## src/rtl/rom_download_sequencer.sv

```systemverilog
// ROM download sequencer: captures data_io bytes into a FIFO and commits them
// to two SDRAM ports using req/ack toggles. Optional checksum via ROMDL_CHECKSUM_EN.
module rom_download_sequencer #(
  parameter int unsigned FIFO_DEPTH = 4,
  parameter logic [7:0]  ROM_INDEX  = 8'h00,
  parameter logic [24:0] BG_BASE    = 25'h10000
) (
  input  logic        clk_sys,
  input  logic        reset_n,
  input  logic        ioctl_downl,
  input  logic [7:0]  ioctl_index,
  input  logic        ioctl_wr,
  input  logic [24:0] ioctl_addr,
  input  logic [7:0]  ioctl_dout,
  output logic        p1_req,
  input  logic        p1_ack,
  output logic [22:0] p1_a,
  output logic [1:0]  p1_ds,
  output logic [15:0] p1_d,
  output logic        p2_req,
  input  logic        p2_ack,
  output logic [14:0] p2_a,
  output logic [1:0]  p2_ds,
  output logic [15:0] p2_d,
  output logic        rom_init,
  output logic        busy,
  output logic        rom_loaded,
  output logic        overflow,
  output logic [15:0] rom_sum
);

  localparam int unsigned AW = $clog2(FIFO_DEPTH);

  typedef enum logic [1:0] {IDLE, ISSUE, WAIT} state_t;
  state_t state, state_nx;

  logic          rom_cond, start, wr_q, seen;
  logic          push_req, push_ok, pop, full, done;
  logic          bg_q, p2_pend, in_bg;
  logic [32:0]   mem [FIFO_DEPTH];
  logic [AW-1:0] wptr, rptr;
  logic [AW:0]   count;
  logic [24:0]   head_addr, b;
  logic [7:0]    head_data;

  assign rom_cond  = ioctl_downl && (ioctl_index == ROM_INDEX);
  assign start     = rom_cond && !rom_init;
  assign full      = (count == (AW+1)'(FIFO_DEPTH));
  assign push_req  = rom_init && ioctl_wr && !wr_q;
  assign pop       = (state == IDLE) && (count != '0) && !start;
  assign push_ok   = push_req && (!full || pop);
  assign head_addr = mem[rptr][32:8];
  assign head_data = mem[rptr][7:0];
  assign b         = head_addr - BG_BASE;
  // b[24:16]==0 with addr>=BG_BASE is the 64 KiB window test without overflowing BG_BASE+64K
  assign in_bg     = (head_addr >= BG_BASE) && (b[24:16] == '0);
  assign done      = (p1_ack == p1_req) && (!p2_pend || (p2_ack == p2_req));
  assign busy      = (count != '0) || (state != IDLE);

  always_comb begin
    state_nx = state;
    case (state)
      IDLE:    if (count != '0) state_nx = ISSUE;
      ISSUE:   state_nx = WAIT;
      WAIT:    if (done) state_nx = IDLE;
      default: state_nx = IDLE;
    endcase
    if (start) state_nx = IDLE;
  end

  always_ff @(posedge clk_sys) begin
    if (push_ok) mem[wptr] <= {ioctl_addr, ioctl_dout};
  end

  always_ff @(posedge clk_sys or negedge reset_n) begin
    if (!reset_n) begin
      state      <= IDLE;
      rom_init   <= 1'b0;
      wr_q       <= 1'b0;
      seen       <= 1'b0;
      wptr       <= '0;
      rptr       <= '0;
      count      <= '0;
      bg_q       <= 1'b0;
      p2_pend    <= 1'b0;
      p1_req     <= 1'b0;
      p2_req     <= 1'b0;
      p1_a       <= '0;
      p1_ds      <= '0;
      p1_d       <= '0;
      p2_a       <= '0;
      p2_ds      <= '0;
      p2_d       <= '0;
      rom_loaded <= 1'b0;
      overflow   <= 1'b0;
    end else begin
      state    <= state_nx;
      rom_init <= rom_cond;
      wr_q     <= ioctl_wr;
      if (start) begin
        seen       <= 1'b1;
        wptr       <= '0;
        rptr       <= '0;
        count      <= '0;
        p2_pend    <= 1'b0;
        p1_req     <= p1_ack;
        p2_req     <= p2_ack;
        rom_loaded <= 1'b0;
        overflow   <= 1'b0;
      end else begin
        if (push_ok) wptr <= wptr + 1'b1;
        if (pop)     rptr <= rptr + 1'b1;
        count <= count + (AW+1)'(push_ok) - (AW+1)'(pop);
        if (push_req && !push_ok) overflow <= 1'b1;
        if (pop) begin
          p1_a  <= head_addr[23:1];
          p1_ds <= {head_addr[0], ~head_addr[0]};
          p1_d  <= {head_data, head_data};
          bg_q  <= in_bg;
          if (in_bg) begin
            p2_a  <= {b[13:0], b[15]};
            p2_ds <= {b[14], ~b[14]};
            p2_d  <= {head_data, head_data};
          end
        end
        if (state == ISSUE) begin
          p1_req  <= ~p1_req;
          p2_pend <= bg_q;
          if (bg_q) p2_req <= ~p2_req;
        end
        if (!rom_init && seen && (count == '0) && (state == IDLE))
          rom_loaded <= 1'b1;
      end
    end
  end

`ifdef ROMDL_CHECKSUM_EN
  always_ff @(posedge clk_sys or negedge reset_n) begin
    if (!reset_n)     rom_sum <= '0;
    else if (start)   rom_sum <= '0;
    else if (push_ok) rom_sum <= rom_sum + {8'h00, ioctl_dout};
  end
`else
  assign rom_sum = '0;
`endif

endmodule

```

## config.mk

```make
export PLATFORM = sky130hd
export DESIGN_NAME = rom_download_sequencer
export DESIGN_NICKNAME = d
export VERILOG_FILES = /design/src/rtl/rom_download_sequencer.sv
export SDC_FILE = /design/constraint.sdc
export NUM_CORES = 1
export LEC_CHECK = 0
export ABC_CLOCK_PERIOD_IN_PS = 5600
export BUFFER_PORTS_ARGS = -buffer_cell sky130_fd_sc_hd__buf_2
export CAP_MARGIN = 15
export CORE_MARGIN = 2
export CORE_UTILIZATION = 51
export CTS_CLUSTER_SIZE = 8
export DETAILED_ROUTE_END_ITERATION = 8
export HOLD_SLACK_MARGIN = 0.02
export PLACE_DENSITY = 0.74
export SYNTH_ARGS = -nofsm -noshare
export SYNTH_HDL_FRONTEND = slang
export SYNTH_SLANG_ARGS = --single-unit
```

## constraint.sdc

```tcl
create_clock -name clk_sys -period 5.6 [get_ports clk_sys]
set_clock_uncertainty 0.1 [all_clocks]
set_input_delay 0.84 -clock clk_sys [delete_from_list [all_inputs] [get_ports clk_sys]]
set_output_delay 0.84 -clock clk_sys [all_outputs]
set_load 0.02 [all_outputs]
```

======== Word-level counts from Yosys, hierarchy flattened ========
Memories as Yosys holds them, arrays and structs flattened.
Index checks and enable logic that the tools add are counted.
W data, S select, Z words.
cells by class
  reduce and logical (&&, ||, !) cells .... 38
  mux-type cells .......................... 22
  $add $sub $neg .......................... 5
  $lt $le $gt $ge ......................... 1
  equal/unequal tests ..................... 7
  bitwise operators ....................... 5
operator list
  operator                  number
  $ge A25 B17 Y1 const B    1
  $sub A25 B17 Y25 const B  1
  $mux W2                   7
  $reduce_bool A2 Y1        7
  $logic_and A1 B1 Y1       13
  $mux W1                   13
  $logic_not A9 Y1          1
  $logic_not A8 Y1          1
  $logic_not A1 Y1          6
  $ne A3 B3 Y1 const B      2
  $pmux W2 S3               1
  $reduce_and A2 Y1         3
  $not A1 Y1                5
  $add A2 B1 Y2 const B     2
  $add A3 B1 Y3             1
  $eq A3 B3 Y1 const B      1
  $logic_not A3 Y1          1
  $logic_or A1 B1 Y1        3
  $mux W3                   1
  $reduce_and A3 Y1         1
  $reduce_bool A3 Y1        1
  $sub A3 B1 Y3             1
  $eq A1 B1 Y1              2
  $eq A2 B1 Y1 const B      1
  other kinds (2)           2
word-level totals
  bits in writable memories ............... 132
  logic and storage cells ................. 98
  output and inout bits ................... 96
  register bits after elaboration ......... 92
  input bits .............................. 47
  memories ................................ 1
memories
  name  depth  width  rd ports  clocked after memory_dff  wr ports  line  text
  mem   4      33     1         0                         1         40    logic [32:0] mem [FIFO_DEPTH];

======== Logic depth before layout (Yosys ltp) ========
Gate-level depths: netlist of the first run.
  depth in word-level cells ............... 11
  depth in mapped cells ................... 15

======== Worst setup path before layout of the first run ========
Ideal clock, no wire load.
  path type ............................... input -> register
  from .................................... input port ioctl_index[1]
  to ...................................... register count[2]
  arrival ................................. 3.407 ns
  slack ................................... 1.961 ns
  data required time ...................... 5.368 ns
  stages .................................. 15
  setup time .............................. 0.132 ns
  buffers on the path ..................... 3
  cell sequence ........................... nor4_1 and3_1 clkbuf_1 nand2b_1 buf_2 clkinv_1 clkbuf_1 ha_1 inv_1 ha_1 inv_1 fa_1 xor2_1 xnor2_1 nor2_1
on the way
  word-level cells in the longest chain between the ends .. 10
RTL lines
  element                  line  text
  from (decl)              11    input logic [7:0] ioctl_index,
  $logic_not A8 Y1 (*)     46    assign rom_cond = ioctl_downl && (ioctl_index == ROM_INDEX);
  $logic_and A1 B1 Y1 (*)  46
  $logic_and A1 B1 Y1 (*)  47    assign start = rom_cond && !rom_init;
  $logic_not A1 Y1         50    assign pop = (state == IDLE) && (count != '0) && !start;
  $logic_and A1 B1 Y1      50
  $logic_or A1 B1 Y1       51    assign push_ok = push_req && (!full || pop);
  $logic_and A1 B1 Y1      51
  $add A3 B1 Y3            113   count <= count + (AW+1)'(push_ok) - (AW+1)'(pop);
  $sub A3 B1 Y3            113
  $mux W3 (*)              100   if (start) begin
  to (signal assigned)     113
  to (decl)                42    logic [AW:0] count;
Mark *: on every way between the ends. The rest lies on a longest branch, timed or not.
A chain may end at the register's enable or synchronous reset.

======== Worst setup path after layout of the first run ========
  from .................................... register rptr[1]
  to ...................................... register p2_d[7]
on the way
  word-level cells in the longest chain between the ends .. 5
  elaborated cells on any way between the ends .. 6
  those cells by class .................... 1 x add/sub; 1 x order compare; 3 x reduce/logical; 1 x memory
RTL lines
  element                             line  text
  from (decl)                         41    logic [AW-1:0] wptr, rptr;
  from (signal assigned)              112   if (pop) rptr <= rptr + 1'b1;
  $mem_v2 Z4 W33 (*)                  --
  $sub A25 B17 Y25                    54    assign b = head_addr - BG_BASE;
  $logic_not A9 Y1                    56    assign in_bg = (head_addr >= BG_BASE) && (b[24:16] == '0);
  $logic_and A1 B1 Y1                 56
  $reduce_and A3 Y1 (no source line)  --
  to (signal assigned)                123   p2_d <= {head_data, head_data};
  to (decl)                           24    output logic [15:0] p2_d,
Marked as above.

==> qor.yml, run 1 <==
worst_setup_path:
  worstPathRequired_ns: 5.90
  slowest_delay_ns: 0.92
  critPathLaunchType: "flop"
  critPathMaxFanout: 34
  reg2reg_slack_ns: 2.14
  worstPathArrival_ns: 3.76
  worstSetupPathType: "flop to flop"
  r2r_start: "rptr[1]"
  endpoint_kind: "flop"
  crit_path_start: "rptr[1]"
  crit_chain: "mux4_2, nor4_1, nand3b_1, nor3_4, buf_4, mux2_2"
  rr_endpoint: "p2_d[7]"
  worstRegToRegCells: 6
  slowest_stage: "dfrtp_2"
pwr:
  p_leak_nw: 4.04
  pwr-share-seq_pct: 41.0
  intPower_w: 0.00335
  power.switching_w: 0.00163
  combPwrFrac_pct: 27.6
  power_density_nw_per_um2: 519
  swShare_pct: 32.7
  power.share.clock_pct: 31.4
  finalPower_w: 0.00498
  vdd_ir_drop_max_uv: 261
global_routing:
  grt_max_degree: 77
  grt_usage_pct: 18.6
  antenna_found_initial: 2
  grt_pass1_wl_um: 23800
  grt_overflow: 0
  grt_pass1_vias: 4534
synth:
  synth-seq-cells: 208
  synth_edf_count: 132
  ys_seq_area_share_pct: 72.5
  synth.distinct_cells: 37
  ys_warn_count: 0
  synth_ff_type: "edfxtp_1"
  netlist_area_um2: 8090
  syn_area_per_cell_um2: 16.5
  synth_cells: 491
  async_flop_share_pct: 36.5
hold_path:
  hold-path-endpoint: "wr_q"
  min_delay_path_depth: 1
  hp-start: "ioctl_wr"
  hold_class: "input pin to flop"
cells_and_area:
  layout_common_cells: "edfxtp_1, buf_2, nand2_1"
  fillCellCount: 1189
  syn_to_final_growth_pct: 18.4
  drive_above_1_share_pct: 32.6
  instances_no_fill: 857
  final_common_cell: "edfxtp_1"
  final_core_util_pct: 61.0
  nNetsFinal: 670
clocking:
  cts_setup_buffers: 0
  cts_tree: "yes"
  ctsResizeCount: 0
  clock_sinks: 208
  htree_levels: 1
  cts_made_buffers: 29
  clkSlewWorstSetupHoldPaths_ns: 0.05
  cts_root_buf: "clkbuf_16"
  postCtsHoldBufs: 0
  ctsLongestPathBuffers: 3
  clk_latency_ns: 0.53
timing:
  finalMaxSlewViolations: 0
  report.final.hold_viol_count: 0
  fmax_mhz: 289
  finalCritPeriodShare_pct: 61.8
  setup-tns-final_ns: 0
  relSlewSlack_pct: 32.3
  setup-violations-final: 0
  hold_ws_ns: 0.352
  fin_crit_ns: 3.46
  rsz0062_at_grt: "no"
  worstMarginPinSlew_ns: 1.01
routing:
  avgRoutedWirePerCell_um: 18.1
  routed_via_density: 5.14
  postRouteAntennaNets: 0
  routed_wl_um: 15500
  drcViolationCount: 0
  dr.pass1.iters: 4
  drt_iter0_markers: 240
  via_count: 4402
floorplanning:
  rows: 46
  io_pins: 143
  core_um2: 15700
  die_w_um: 130
  die_area_um2: 16900
  chipHeight_um: 130
  initial_core_util_pct: 51.5
run:
  max_cap_violations: 0
outcome:
  status: "finished clean"
placed_design:
  hpwl_um: 9430
  gp_routability_congestion: 0.755
  dp.cells: 801
  portBuffers: 126
## power groups by stage
stage / Sequential, W / Clock, W / Combinational [W]
finish: 0.00204 / 0.00156 / 0.00137
global route: 0.00207 / 0.00166 / 0.00150
CTS: 0.00205 / 0.00159 / 0.00140
detailed placement: 0.00207 / 0 / 0.00138
global placement: 0.00206 / 0 / 0.00133
floorplan: 0.00216 / 0 / 0.000887
## per-layer routing
| metal | global-route usage [%] | routed length [um] | up-vias |
|---|---|---|---|
| met5 | 0 | 11 | - |
| met4 | 6.07 | 324 | 2 |
| met3 | 4.10 | 991 | 25 |
| met2 | 31.2 | 7720 | 151 |
| met1 | 24.4 | 6430 | 2246 |
| li1 | - | - | 1978 |
## state kept, by name, summed over array words and instances, names as in the netlist
register	flops
overflow	1
p1_ds	2
mem	132
p1_req	1
count	3
wptr	2
bg_q	1
p1_a	23
p2_d	8
rptr	2
seen	1
p2_a	15
p2_req	1
p2_ds	2
rom_init	1
p1_d	8
p2_pend	1
state	2
rom_loaded	1
wr_q	1
## worst max-delay path: cells and delay by family, from the launching register on
| kind | cells | cell delay, ns |
|---|---|---|
| flip-flops | 1 | 0.92 |
| buffers and inverters | 1 | 0.39 |
| multiplexers | 2 | 0.82 |
| AND/OR/NAND/NOR | 3 | 1.08 |
## metrics by stage
step           instance area, um^2  setup slack, ns
6_report                      9580             2.14
3_3_place_gp                  8750             2.06
2_1_floorplan                 8150             1.96
5_1_grt                       9580             2.01
3_5_place_dp                  8750             1.88
4_1_cts                       9580             2.09
## kinds of logic (layout without fill, tap and decap cells)
| kind of cell | after synthesis | after routing | share of synthesized area [%] |
|---|---|---|---|
| xor+xnor | 9 | 9 | 0.974 |
| fa+ha+maj | 7 | 7 | 1.18 |
| mux | 59 | 59 | 12.8 |
| simple gates | 138 | 138 | 7.20 |
| flops | 208 | 208 | 72.5 |
| compound gates | 9 | 9 | 0.758 |
| buf+inv | 60 | 193 | 4.59 |
| other cells | 1 | 18 | 0.0463 |
## final cells by class
class / instances / area (um^2) / area share, %
timing repair buffer: 130 / 663 / 6.92
sequential: 208 / 5870 / 61.2
multi-input combinational: 238 / 1920 / 20.0
inverter: 9 / 33.8 / 0.352
antenna: 2 / 5.00 / 0.0522
clock inverter: 1 / 8.76 / 0.0914
tap: 216 / 270 / 2.82
clock buffer: 53 / 816 / 8.51
## cell usage after synthesis, types with 5 or more instances
master,count,area [um^2]
inv_1,8,30.0
edfxtp_1,132,3960
ha_1,6,75.1
clkbuf_1,12,45.0
nand2_1,103,387
dfrtp_1,76,1900
mux2_2,6,67.6
xor2_1,5,43.8
buf_4,32,240
nor2_1,13,48.8
mux2_1,18,203
mux4_2,33,743
## worst max-delay path by stage
stage / to / slack, ns / cells after the start
after CTS: p2_d[7] / 2.09 / 6
after global routing: p2_d[7] / 2.01 / 6
after global placement: count[2] / 2.06 / 13
final: p2_d[7] / 2.14 / 6
after floorplan: count[2] / 1.96 / 15
after detailed placement: count[2] / 1.88 / 13
Note: power is estimated with default switching activity, not from simulation.
==> run 2: changes to the inputs <==
Settings changed: ABC_CLOCK_PERIOD_IN_PS 5600 to 2850, CORE_UTILIZATION 51 to 50, PLACE_DENSITY 0.74 to 0.75.
Clock period 5.6 ns to 2.85 ns, I/O delays scaled along.
==> qor.yml, run 2 (same netlist as run 1, synthesis figures left out) <==
clocking:
  cts_setup_buffers: 0  # unchanged
  htree_levels: 1  # unchanged
  clkSlewWorstSetupHoldPaths_ns: 0.05  # about the same
  clk_latency_ns: 0.53  # about the same
  cts_made_buffers: 29  # unchanged
  cts_tree: "yes"
  ctsLongestPathBuffers: 3  # unchanged
  clock_sinks: 208  # unchanged
  cts_root_buf: "clkbuf_16"
global_routing:
  use_met1_pct: 24.2  # -0.25 points
  antenna_found_initial: 0  # -2
  grt_pass1_vias: 4821  # +6.3%
  met3_usage_pct: 3.24  # -0.86 points
  met2_usage_pct: 32.3  # +1.1 points
  grt-busiest-layer: "met2"
  grt_max_degree: 41  # -47%
  grt_pass1_wl_um: 25600  # +7.7%
  grt_overflow: 0  # unchanged
  grt_usage_pct: 18.7  # +0.074 points
timing:
  worst_slack_ns: 0.153  # -1.99 ns
  worstMarginPinSlew_ns: 0.571  # -0.438 ns
  report.final.hold_viol_count: 0  # unchanged
  setup-violations-final: 0  # unchanged
  fmax_mhz: 371  # +28%
  rsz0062_at_grt: "no"
  finalCritPeriodShare_pct: 94.6  # +33 points
  relSlewSlack_pct: 62.0  # +30 points
  finalMaxSlewViolations: 0  # unchanged
  fin_crit_ns: 2.70  # -0.763 ns
  setup-tns-final_ns: 0  # unchanged
worst_setup_path:
  worstPathArrival_ns: 3.00  # -0.76 ns
  slowest_stage: "mux4_2"
  crit_chain: "mux4_2, nor4_1, nand3b_1, nor3_4, buf_12, mux2_2"
  slowest_delay_ns: 0.57  # -0.35 ns
  worstPathRequired_ns: 3.16  # -2.74 ns
  endpoint_kind: "flop"
  critPathLaunchType: "flop"
  reg2reg_slack_ns: 0.15  # -1.99 ns
  worstRegToRegCells: 6  # unchanged
  cp-endpoint: "p2_d[7]"
  worst_path_dominant_cell_family: "multiplexers"
  rr_endpoint: "p2_d[7]"
  critPathMaxFanout: 26  # -24%
  r2r_start: "rptr[0]"
  path_buf_inv: 1  # unchanged
  crit_path_start: "rptr[0]"
  worstSetupPathType: "flop to flop"
  crit_cells: 6  # unchanged
placed_design:
  portBuffers: 126  # unchanged
  gp_routability_congestion: 0.726  # -3.9%
  dp_slack_ns: 0.0699  # -1.81 ns
  postPlaceCellArea_um2: 8950  # +2.3%
  hpwl_um: 10000  # +6.5%
pwr:
  pwr-share-seq_pct: 39.3  # -1.7 points
  power.switching_w: 0.00325  # +99%
  power.share.clock_pct: 31.3  # about the same
  finalPower_w: 0.00991  # +99%
  p_leak_nw: 4.25  # +5.3%
  combPwrFrac_pct: 29.4  # +1.8 points
  intPower_w: 0.00666  # +99%
  vdd_ir_drop_max_uv: 570  # +120%
  power_density_nw_per_um2: 981  # +89%
  swShare_pct: 32.8  # about the same
cells_and_area:
  nNetsFinal: 713  # +6.4%
  top_register: "mem"
  layout_common_cells: "edfxtp_1, buf_2, nand2_1"
  top_regs: "mem (132), p1_a (23), p2_a (15)"
  final_common_cell: "edfxtp_1"
  syn_to_final_growth_pct: 24.8
  largest_reg_flops: 132  # unchanged
  final_core_util_pct: 63.8  # +2.8 points
  diodes: 0  # -2
  drive_above_1_share_pct: 33.0  # +0.49 points
  fin_area_um2: 10100  # +5.4%
routing:
  dr.pass1.iters: 4  # unchanged
  postRouteAntennaNets: 0  # unchanged
  avgRoutedWirePerCell_um: 17.8  # -1.2%
  routed_wl_um: 16000  # +3.4%
  routed_via_density: 5.07  # -1.2%
  drcViolationCount: 0  # unchanged
  drt_iter0_markers: 270  # +13%
  via_count: 4550  # +3.4%
floorplanning:
  io_pins: 143  # unchanged
  core_um2: 15800  # +0.73%
  die_area_um2: 17200  # +1.9%
  die_w_um: 131  # +0.96%
  initial_core_util_pct: 51.1  # -0.37 points
  rows: 46  # unchanged
  chipHeight_um: 131  # +0.96%
hold_path:
  hold_class: "input pin to flop"
run:
  max_cap_violations: 0  # unchanged
outcome:
  status: "finished clean"
[run 2: power by group through the flow]
stage / Clock [W] / Combinational (W) / Sequential, W
finish: 0.00310 / 0.00291 / 0.00390
floorplan: 0 / 0.00182 / 0.00425
global route: 0.00328 / 0.00319 / 0.00395
detailed placement: 0 / 0.00291 / 0.00394
global placement: 0 / 0.00284 / 0.00392
CTS: 0.00314 / 0.00297 / 0.00389
[run 2: metrics by stage]
stage | instances | hold WS [ns]
after CTS | 897 | 0.0226
after global routing | 897 | 0.0350
after detailed placement | 812 | 0.356
final | 897 | 0.0360
after floorplan | 506 | 0.0319
after global placement | 812 | 0.335
[run 2: per-layer routing]
metal  vias to the layer above  wire (um)
met5                         -          0
met4                         0        316
met3                        33        787
met2                       135       8130
met1                      2314       6770
li1                       2068          -
[run 2: cell type report]
class	count	area (um^2)
fillers	1127	5730
clock inverters	1	8.76
well taps	216	270
repair buffers	173	1140
flip-flops and latches	208	5870
clock buffers	52	812
multi-input cells	238	1960
inverters	9	38.8
[run 2: worst min-delay path by stage]
stage                         startpoint    endpoint  depth (start not counted)  slack, ns
final                     ioctl_addr[24]  mem[0][32]                          1       0.04
after global routing      ioctl_addr[24]  mem[0][32]                          1       0.04
after CTS                 ioctl_addr[17]  mem[0][25]                          1       0.02
after detailed placement         reset_n    p1_d[14]                          1       0.36
after global placement           reset_n     p1_a[1]                          1       0.34
after floorplan                  reset_n        bg_q                          0       0.03
[run 2: worst reg2reg max path, cell delays in order, from the launching register on]
cell      delay (ns)
dfrtp_2         0.55
mux4_2          0.57
nor4_1          0.33
nand3b_1        0.19
nor3_4          0.23
buf_12          0.21
mux2_2          0.39
[run 2: timing repair]
action	CTS	global route
hold buffers	32	0
setup endpoints to repair	0	24
gates resized for setup	0	1
endpoints found under the hold margin	153	0
==> run 3: changes to the inputs <==
Settings changed: ABC_CLOCK_PERIOD_IN_PS 2850 to 2700, CORE_UTILIZATION 50 to 51, PLACE_DENSITY 0.75 to 0.74.
Clock period 2.85 ns to 2.7 ns, I/O delays scaled along.
==> qor.yml, run 3 (same netlist as run 1, synthesis figures left out) <==
floorplanning:
  die_area_um2: 16900  # -1.9%
  rows: 46  # unchanged
  io_pins: 143  # unchanged
  initial_core_util_pct: 51.5  # +0.37 points
  core_um2: 15700  # -0.73%
  die_w_um: 130  # -0.95%
  chipHeight_um: 130  # -0.95%
pwr:
  power.share.clock_pct: 30.7  # -0.6 points
  p_leak_nw: 4.34  # +2.1%
  power_density_nw_per_um2: 1030  # +4.7%
  combPwrFrac_pct: 30.4  # +1.0 points
  pwr-share-seq_pct: 38.9  # -0.4 points
  swShare_pct: 32.7  # -0.12 points
  intPower_w: 0.00712  # +6.9%
  vdd_ir_drop_max_uv: 778  # +37%
  finalPower_w: 0.0106  # +6.7%
  power.switching_w: 0.00345  # +6.3%
timing:
  fin_crit_ns: 2.60  # -0.0974 ns
  finalCritPeriodShare_pct: 96.3  # +1.7 points
  report.final.hold_viol_count: 0  # unchanged
  setup-violations-final: 0  # unchanged
  worstMarginPinSlew_ns: 0.629  # +0.0583 ns
  finalMaxSlewViolations: 0  # unchanged
  relSlewSlack_pct: 57.8  # -4.2 points
  fmax_mhz: 385  # +3.7%
worst_setup_path:
  critPathLaunchType: "flop"
  worstPathRequired_ns: 3.00  # -0.16 ns
  endpoint_kind: "flop"
  worstSetupPathType: "flop to flop"
  critPathMaxFanout: 14  # -46%
  worstPathArrival_ns: 2.90  # -0.10 ns
routing:
  via_count: 4590  # +0.88%
  drt_iter0_markers: 198  # -27%
  postRouteAntennaNets: 0  # unchanged
  avgRoutedWirePerCell_um: 17.2  # -3.5%
  routed_wl_um: 15700  # -1.7%
  routed_via_density: 5.02  # -1.0%
  dr.pass1.iters: 4  # unchanged
  drcViolationCount: 0  # unchanged
global_routing:
  grt_max_degree: 77  # +88%
  antenna_found_initial: 0  # unchanged
  grt_usage_pct: 19.4  # +0.74 points
  grt_pass1_wl_um: 25100  # -2.1%
  grt_pass1_vias: 4823  # +0.041%
  grt_overflow: 0  # unchanged
placed_design:
  dp.cells: 820  # +0.99%
  hpwl_um: 9910  # -1.3%
  gp_routability_congestion: 0.719  # -0.95%
  portBuffers: 126  # unchanged
clocking:
  cts_made_buffers: 29  # unchanged
  clock_sinks: 208  # unchanged
  clkSlewWorstSetupHoldPaths_ns: 0.05  # about the same
  cts_tree: "yes"
  cts_root_buf: "clkbuf_16"
  clk_latency_ns: 0.53  # about the same
  ctsLongestPathBuffers: 3  # unchanged
  htree_levels: 1  # unchanged
cells_and_area:
  drive_above_1_share_pct: 34.4  # +1.3 points
  final_core_util_pct: 65.5  # +1.7 points
  syn_to_final_growth_pct: 27.1
  top_register: "mem"
  instances_no_fill: 914  # +1.9%
  layout_common_cells: "edfxtp_1, buf_2, nand2_1"
  diodes: 0  # unchanged
  nNetsFinal: 730  # +2.4%
  largest_reg_flops: 132  # unchanged
  final_common_cell: "edfxtp_1"
  top_regs: "mem (132), p1_a (23), p2_a (15)"
hold_path:
  hold_class: "input pin to flop"
run:
  max_cap_violations: 0  # unchanged
outcome:
  status: "finished clean"
run 3: cell count changes in the layout (fill, tap and decap cells not counted), moves of 2 or more:
cell           before  now
buf_4               9   20
nor4_2              0    2
nor4_1              3    1
dlygate4sd3_1      32   38
run 3: worst paths after layout:
check,startpoint,to,slack (ns),cells after the start
max,rptr[0],p2_d[11],0.10,6
max reg2reg,rptr[0],p2_d[11],0.10,6
max in group asynchronous,reset_n,rptr[0],1.80,3
min reg2reg,p1_a[9],p1_a[9],0.37,2
min,p2_ack,p2_req,0.04,3
min in group asynchronous,reset_n,p2_d[12],0.33,3
run 3: metal layers:
metal	GRT usage, %	part of all wire, %	vias up
met5	0	0	-
met4	4.81	1.6	0
met3	3.73	4.6	21
met2	34.3	52	135
met1	25.0	41	2328
li1	-	-	2106
run 3: power groups by stage:
stage | sequential [W] | combinational [W] | clock [W]
6_report | 0.00411 | 0.00321 | 0.00325
4_1_cts | 0.00411 | 0.00321 | 0.00332
5_1_grt | 0.00415 | 0.00354 | 0.00347
3_5_place_dp | 0.00416 | 0.00315 | 0
3_3_place_gp | 0.00414 | 0.00306 | 0
2_1_floorplan | 0.00449 | 0.00194 | 0
run 3: cell type report:
type	count	area [um^2]
Clock inverter	1	20.0
Sequential cell	208	5870
Multi-Input combinational cell	238	1980
Clock buffer	52	812
Fill cell	1137	5420
Inverter	9	38.8
Tap cell	216	270
Timing Repair Buffer	190	1300
run 3: what timing repair did:
action | 4_1_cts | 5_1_grt
setup buffers | 0 | 3
hold buffers | 38 | 0
resized for setup | 0 | 3
hold endpoints to repair | 211 | 0
endpoints found under the setup margin | 0 | 25
run 3: through the flow:
step	hold slack [ns]	cell area, um^2	setup TNS, ns	setup slack [ns]
after floorplan	0.00941	8220	-10.98	-0.0898
after global placement	0.350	9040	0	0.0924
after detailed placement	0.358	9040	0	0.0370
after CTS	0.0370	10200	0	0.0126
after global routing	0.0519	10300	-0.844	-0.0569
final	0.0439	10300	0	0.100
run 3: critical path: stages (launching register included):
cell	delay (ns)
dfrtp_2	0.50
buf_4	0.18
mux4_2	0.50
or3_1	0.42
nor3_4	0.23
buf_12	0.19
mux2_1	0.33
